<file path="src/rtl/shift_out_driver.sv">
// Parallel-to-serial driver for a 74HC595-style chain.
// Shifts a captured word out MSB-first, then pulses the storage latch.
module shift_out_driver #(
   parameter int DIGITS  = 6,
   parameter int CLK_DIV = 4
) (
   input  logic              clk,
   input  logic              reset,
   input  logic [DIGITS-1:0] data_in,
   input  logic              load,
   output logic              busy,
   output logic              done,
   output logic              ser_data,
   output logic              ser_clk,
   output logic              ser_latch
);

   localparam int BW = $clog2(DIGITS) + 1;
   localparam int DW = $clog2(CLK_DIV) + 1;
   localparam logic [BW-1:0] BIT_LAST = BW'(DIGITS - 1);
   localparam logic [BW-1:0] BIT_ONE  = BW'(1);
   localparam logic [DW-1:0] DIV_LAST = DW'(CLK_DIV - 1);
   localparam logic [DW-1:0] DIV_ONE  = DW'(1);

   typedef enum logic [1:0] {
      IDLE,
      SHIFT_LO,
      SHIFT_HI,
      LATCH
   } state_t;

   state_t            state;
   logic [DIGITS-1:0] shreg;
   logic [BW-1:0]     bit_cnt;
   logic [DW-1:0]     div_cnt;
   logic              div_end;

   assign div_end = (div_cnt == DIV_LAST);

   // shreg holds only the bits not yet presented on ser_data
   always_ff @(posedge clk) begin
      if (!reset) begin
         state     <= IDLE;
         shreg     <= '0;
         bit_cnt   <= '0;
         div_cnt   <= '0;
         busy      <= 1'b0;
         done      <= 1'b0;
         ser_data  <= 1'b0;
         ser_clk   <= 1'b0;
         ser_latch <= 1'b0;
      end else begin
         done <= 1'b0;
         unique case (state)
            IDLE: begin
               if (load) begin
                  shreg    <= data_in << 1;
                  ser_data <= data_in[DIGITS-1];
                  bit_cnt  <= '0;
                  div_cnt  <= '0;
                  busy     <= 1'b1;
                  ser_clk  <= 1'b0;
                  state    <= SHIFT_LO;
               end
            end
            SHIFT_LO: begin
               if (div_end) begin
                  div_cnt <= '0;
                  ser_clk <= 1'b1;
                  state   <= SHIFT_HI;
               end else begin
                  div_cnt <= div_cnt + DIV_ONE;
               end
            end
            SHIFT_HI: begin
               if (div_end) begin
                  div_cnt <= '0;
                  ser_clk <= 1'b0;
                  if (bit_cnt == BIT_LAST) begin
                     ser_data  <= 1'b0;
                     ser_latch <= 1'b1;
                     state     <= LATCH;
                  end else begin
                     ser_data <= shreg[DIGITS-1];
                     shreg    <= shreg << 1;
                     bit_cnt  <= bit_cnt + BIT_ONE;
                     state    <= SHIFT_LO;
                  end
               end else begin
                  div_cnt <= div_cnt + DIV_ONE;
               end
            end
            LATCH: begin
               if (div_end) begin
                  div_cnt   <= '0;
                  ser_latch <= 1'b0;
                  busy      <= 1'b0;
                  done      <= 1'b1;
                  state     <= IDLE;
               end else begin
                  div_cnt <= div_cnt + DIV_ONE;
               end
            end
         endcase
      end
   end

endmodule

</file>
<file path="config.mk">
export PLATFORM = sky130hd
export DESIGN_NAME = shift_out_driver
export DESIGN_NICKNAME = d
export VERILOG_FILES = /design/src/rtl/shift_out_driver.sv
export SDC_FILE = /design/constraint.sdc
export NUM_CORES = 1
export LEC_CHECK = 0
export ABC_AREA = 0
export BUFFER_PORTS_ARGS = -buffer_cell sky130_fd_sc_hd__buf_2
export CORE_MARGIN = 8
export CORE_UTILIZATION = 58
export CTS_BUF_LIST = sky130_fd_sc_hd__clkbuf_8
export DETAILED_ROUTE_END_ITERATION = 6
export HOLD_SLACK_MARGIN = 0.08
export PLACE_DENSITY_LB_ADDON = 0.05
export SLEW_MARGIN = 20
export SYNTH_ARGS = -nofsm -noshare
export SYNTH_HDL_FRONTEND = slang
export SYNTH_SLANG_ARGS = --single-unit
</file>
<file path="constraint.sdc">
create_clock -name clk -period 1.8 [get_ports clk]
set_clock_uncertainty 0.2 [all_clocks]
set_input_delay 0.36 -clock clk [delete_from_list [all_inputs] [get_ports clk]]
set_output_delay 0.36 -clock clk [all_outputs]
set_load 0.02 [all_outputs]
</file>
# Word-level counts from Yosys, hierarchy flattened
# Index checks and enable logic that the tools add are counted.
op_classes:
  add_sub_neg: 2
  multipliers: 0
  div_mod_pow: 0
  n_lt_le_gt_ge: 0
  n_eq_ne: 11
  n_shift: 0
  muxes: 31
  n_bitwise: 0
  reduce_logical: 13
ops:
  columns: ["operator", "n"]
  rows:
  - ["6-bit 2-to-1 mux", 3]
  - ["4-bit AND reduction", 4]
  - ["4-bit 2-to-1 mux", 3]
  - ["2-bit inequality test (second input constant)", 6]
  - ["6-bit case mux with 2 select lines", 1]
  - ["1-bit 2-to-1 mux", 10]
  - ["2-bit 2-to-1 mux", 5]
  - ["2-bit case mux with 4 select lines", 1]
  - ["4-bit case mux with 2 select lines", 1]
  - ["3-bit 2-to-1 mux", 2]
  - ["1-bit case mux with 2 select lines", 3]
  - ["3-bit case mux with 2 select lines", 1]
  - ["3-bit AND reduction", 2]
  - ["2-bit nonzero test", 3]
  - ["4-bit by 1-bit adder with 4-bit output (second input constant)", 1]
  - ["2-bit == test (second input constant)", 2]
  - ["4-bit by 3-bit == test with 1-bit output (second input constant)", 1]
  - ["3-bit by 1-bit adder with 3-bit output (second input constant)", 1]
  - ["3-bit by 2-bit == test with 1-bit output (second input constant)", 1]
  - ["1-bit case mux with 3 select lines", 1]
  - ["3-bit nonzero test", 1]
  - ["3-bit OR reduction", 1]
  - ["2-bit by 1-bit == test with 1-bit output (second input constant)", 1]
  - ["2-bit logical NOT", 1]
  - ["2-bit AND reduction", 1]
word_totals:
  register_bits: 20
  latchBits: 0
  mem_bits_rw: 0
  rom_bits: 0
  input_bits: 9
  output_inout_bits: 5
  mem_count: 0

# Depth between registers and ports, before layout
depth:
  word_depth: 4
  mapped_depth: 5

# Least setup slack after synthesis
# No wires, ideal clock.
synth_timing:
  path_type: "reg-to-reg"
  start: "register div_cnt[0]"
  end: "register shreg[2]"
  setup_time_ps: 133
  arrival_time_ps: 1235
  required_ps: 1467
  slack_ps: 232
  path_stages_with_launch: 6
  period_less_slack_ps: 1568
  path_cell_list: "dfxtp_1 -> ha_1 -> and4bb_1 -> buf_4 -> a211oi_1 -> a211oi_2"
synth_between:
  elab_chain_cells: 3
synth_lines:
  columns: ["item", "line_no", "text"]
  rows:
  - ["start: declaration", "35", "logic [DW-1:0] div_cnt;"]
  - ["start signal: assignment", "72", "div_cnt <= div_cnt + DIV_ONE;"]
  - ["start signal: assignment", "90", "div_cnt <= div_cnt + DIV_ONE;"]
  - ["start signal: assignment", "101", "div_cnt <= div_cnt + DIV_ONE;"]
  - ["3-bit by 2-bit == test with 1-bit output", "38", "assign div_end = (div_cnt == DIV_LAST);"]
  - ["2-bit inequality test (no source line)", null, null]
  - ["4-bit AND reduction (no source line)", null, null]
  - ["end signal: assignment", "57", "shreg <= data_in << 1;"]
  - ["end signal: assignment", "85", "shreg <= shreg << 1;"]
  - ["end: declaration", "33", "logic [DIGITS-1:0] shreg;"]
# Every way passes these cells.
# A chain may end at the register's enable or synchronous reset.

# Worst setup path after layout
layout_timing:
  start: "register bit_cnt[1]"
  end: "register bit_cnt[2]"
layout_between:
  elab_chain_cells: 4
  elab_cells_between_ends: 7
  classes_between: "add/sub: 1; eq/ne: 2; mux: 3; reduce/logical: 1"
layout_lines:
  columns: ["item", "line_no", "text"]
  rows:
  - ["start: declaration", "34", "logic [BW-1:0] bit_cnt;"]
  - ["start signal: assignment", "86", "bit_cnt <= bit_cnt + BIT_ONE;"]
  - ["4-bit by 1-bit adder with 4-bit output", "86", null]
  - ["4-bit 2-to-1 mux", "79", "if (bit_cnt == BIT_LAST) begin"]
  - ["4-bit 2-to-1 mux", "76", "if (div_end) begin"]
  - ["4-bit case mux with 2 select lines", "54", "unique case (state)"]
# Several ways; a longest one is shown, not always the timed one. The select of a mux whose other input is x is not followed.

==> impl_results.md <==
* Ant. Diodes at 0
* Crit. End Element: flop
* Critical path, cell by cell: inv_1 -> ha_1 -> and3b_1 -> o21ai_2 -> a211oi_1
* Critical path type: reg -> reg
* Final GP Congestion at 0.8380
* H-tree depth at 1
* Most frequent cells in the layout: 19 x dfxtp_1, 13 x buf_2, 8 x buf_4
* Final count of hold timing violations at 0
* DP Worst Slack at 0.1111 ns
* First-pass GRT wire length at 3905 um
* Unrepaired setup endpoints after global routing: false
* Yosys reg bits at 19
* WL met3 at 132 um
* Height of the die at 58.37 um
* Final Setup Violations at 0
* # DRC at 0
* Outcome: finished, final reports clean
* PD cells at 713.4 nW/um^2
* Worst-margin pin slew at 0.3877 ns
* Detail Placement HPWL at 1716 um
* Setup TNS at 0 ns
* Antenna-violating nets left at 0
* Max_slew headroom at 0.7408
* Layout area overhead at 15.38%
* TritonCTS buffer count at 3
* Avg Vias per Cell at 5.887
* Fin. max-slew vios at 0
* Fraction of layout cells with a size suffix above 1 at 0.3200
* Synth Area per Inst at 9.821 sq um
* FFs w/ async S/R, synth at 0
* Number of DRC markers in iteration 0 at 27
* Leakage at 0.4517 nW
* EDFF count, synth at 0
* WL met2 at 1151 um
* Post-DR wirelength/cell at 16.04 um
* Netlist cell types at 45
* Vias in the first global route at 798
* Root Buffer: clkbuf_8
* CP max FO at 5
* GRT overflow at 0
* Largest net degree at the start of global routing at 13
* Top sig layer: met4
* Worst EP arrival at 1.62 ns
* Die area at 3406 sq um
* Maxcap violations at 0
* Post-Syn Area at 1041 sq um
* Clock Sinks at 19
* TritonCTS clock tree: yes
* Final Cycle Share at 0.9391
* Worst Setup Start Kind: flop
* DR vias at 883
* Initial cell density of the core at 0.6095
* Fin worst setup slack at 0.1097 ns
* Slowest stage cell, crit path: dfxtp_1
* HP Class: in -> reg
* Yosys warns at 0
* Skew-Pair Late Insertion Delay at 0.26 ns
* Non-Filler Instances at 150
* CTS hold repair buffers at 0
* Die width at 58.37 um
* Tot GR Track Use at 0.1472
* Cells after Synth at 106
* Final min period at 1.690 ns
* Mapped Nets at 118
* FF-to-FF setup slack at 0.11 ns
* Hold slack at 0.1645 ns
* Total routed wirelength at 2406 um
* Boundary pin count at 14
* Clk slew on worst S/H paths at 0.08 ns
* Final nets at 138
* Ys flop type: dfxtp_1
* PortBufs at 13
* Pre-antenna DRT Iters at 4
* Power, Total at 857.0 uW
* Critical Path RT at 1.73 ns
* Clock buffer depth at 2
* Antenna violations before repair at 0
* Row count at 15
* M1 WL at 1077 um
* Slowest Stage Delay on Critical Path at 0.40 ns
* Max IR drop VDD at 0.5396 mV
* Max Freq at 591.6 MHz
* Most common cell after layout, fill and taps aside: dfxtp_1
* Placed Cells at 146
* Sequential cell area fraction in the yosys report at 0.3654
* Core box area at 1708 sq um
## state kept, by name, indices dropped and copies added (netlist names)
signal / count
ser_clk: 1
shreg: 5
state: 2
done: 1
bit_cnt: 4
busy: 1
ser_data: 1
div_cnt: 3
ser_latch: 1
## final cells by class
type | count | area (sq um)
repair buffers | 21 | 125.1
well taps | 25 | 31.28
flip-flops and latches | 19 | 380.4
inverters | 4 | 15.01
clock inverters | 1 | 7.507
fillers | 149 | 506.7
multi-input cells | 77 | 600.6
clock buffers | 3 | 41.29
## power by group
group	leakage (nW)	switching (mW)	internal [mW]
clock network	0.0217	0.145	0.156
logic	0.275	0.0584	0.0458
registers	0.155	0.0143	0.438
## cell families (layout without fill, tap and decap cells)
| family | count (synthesis) | after routing | share of synthesized area |
|---|---|---|---|
| AND/OR/NAND/NOR | 36 | 36 | 0.2356 |
| adder cells (fa/ha/maj) | 3 | 3 | 0.03606 |
| AO/OA/AOI/OAI | 33 | 33 | 0.2572 |
| flip-flops | 19 | 19 | 0.3654 |
| buffers and inverters | 10 | 29 | 0.05769 |
| multiplexers | 5 | 5 | 0.04808 |
## worst paths after layout
path | depth (start not counted) | from | endpoint
max | 5 | bit_cnt[1] | bit_cnt[2]
min | 3 | data_in[0] | shreg[1]
max reg2reg | 5 | bit_cnt[1] | bit_cnt[2]
min reg2reg | 2 | busy | busy
## per-stage QoR
| step | area [sq um] | utilization |
|---|---|---|
| final | 1201 | 0.7033 |
| after global routing | 1201 | 0.7033 |
| after CTS | 1201 | 0.7033 |
| after detailed placement | 1152 | 0.6747 |
| after global placement | 1152 | 0.6747 |
| after floorplan | 1041 | - |
## layer usage
| layer | GRT usage | vias to the layer above |
|---|---|---|
| met1 | 0.1924 | 408 |
| li1 | - | 444 |
| met4 | 0.06294 | 0 |
| met3 | 0.03261 | 6 |
| met2 | 0.2252 | 25 |
| met5 | 0 | - |
## critical path, delay by kind of cell, from the launching register on
kind | cells | cell delay [ns]
flip-flops | 1 | 0.40
AND/OR/NAND/NOR | 1 | 0.24
adder cells (fa/ha/maj) | 1 | 0.20
buffers and inverters | 1 | 0.08
AO/OA/AOI/OAI | 2 | 0.44
## synth_stat cells (2+ instances only)
cell type / number / area (sq um)
buf_2: 3 / 15.01
nand3b_1: 3 / 22.52
ha_1: 3 / 37.54
o221a_2: 2 / 22.52
a211oi_1: 5 / 37.54
nor2b_1: 3 / 18.77
a31oi_1: 2 / 12.51
a211oi_2: 4 / 50.05
buf_6: 2 / 22.52
dfxtp_1: 19 / 380.4
mux2i_1: 5 / 50.05
nand3_1: 3 / 15.01
a21oi_1: 5 / 25.02
nor4b_1: 2 / 17.52
nand4_1: 2 / 12.51
nand2_1: 4 / 15.01
and3b_1: 2 / 17.52
nor2_1: 5 / 18.77
inv_1: 3 / 11.26
o21ai_0: 4 / 20.02
## what timing repair did
item	CTS	global route
endpoints found under the setup margin	0	3
buffers inserted	0	0
gates resized for setup	0	1
Note: power is estimated with default switching activity, not from simulation.
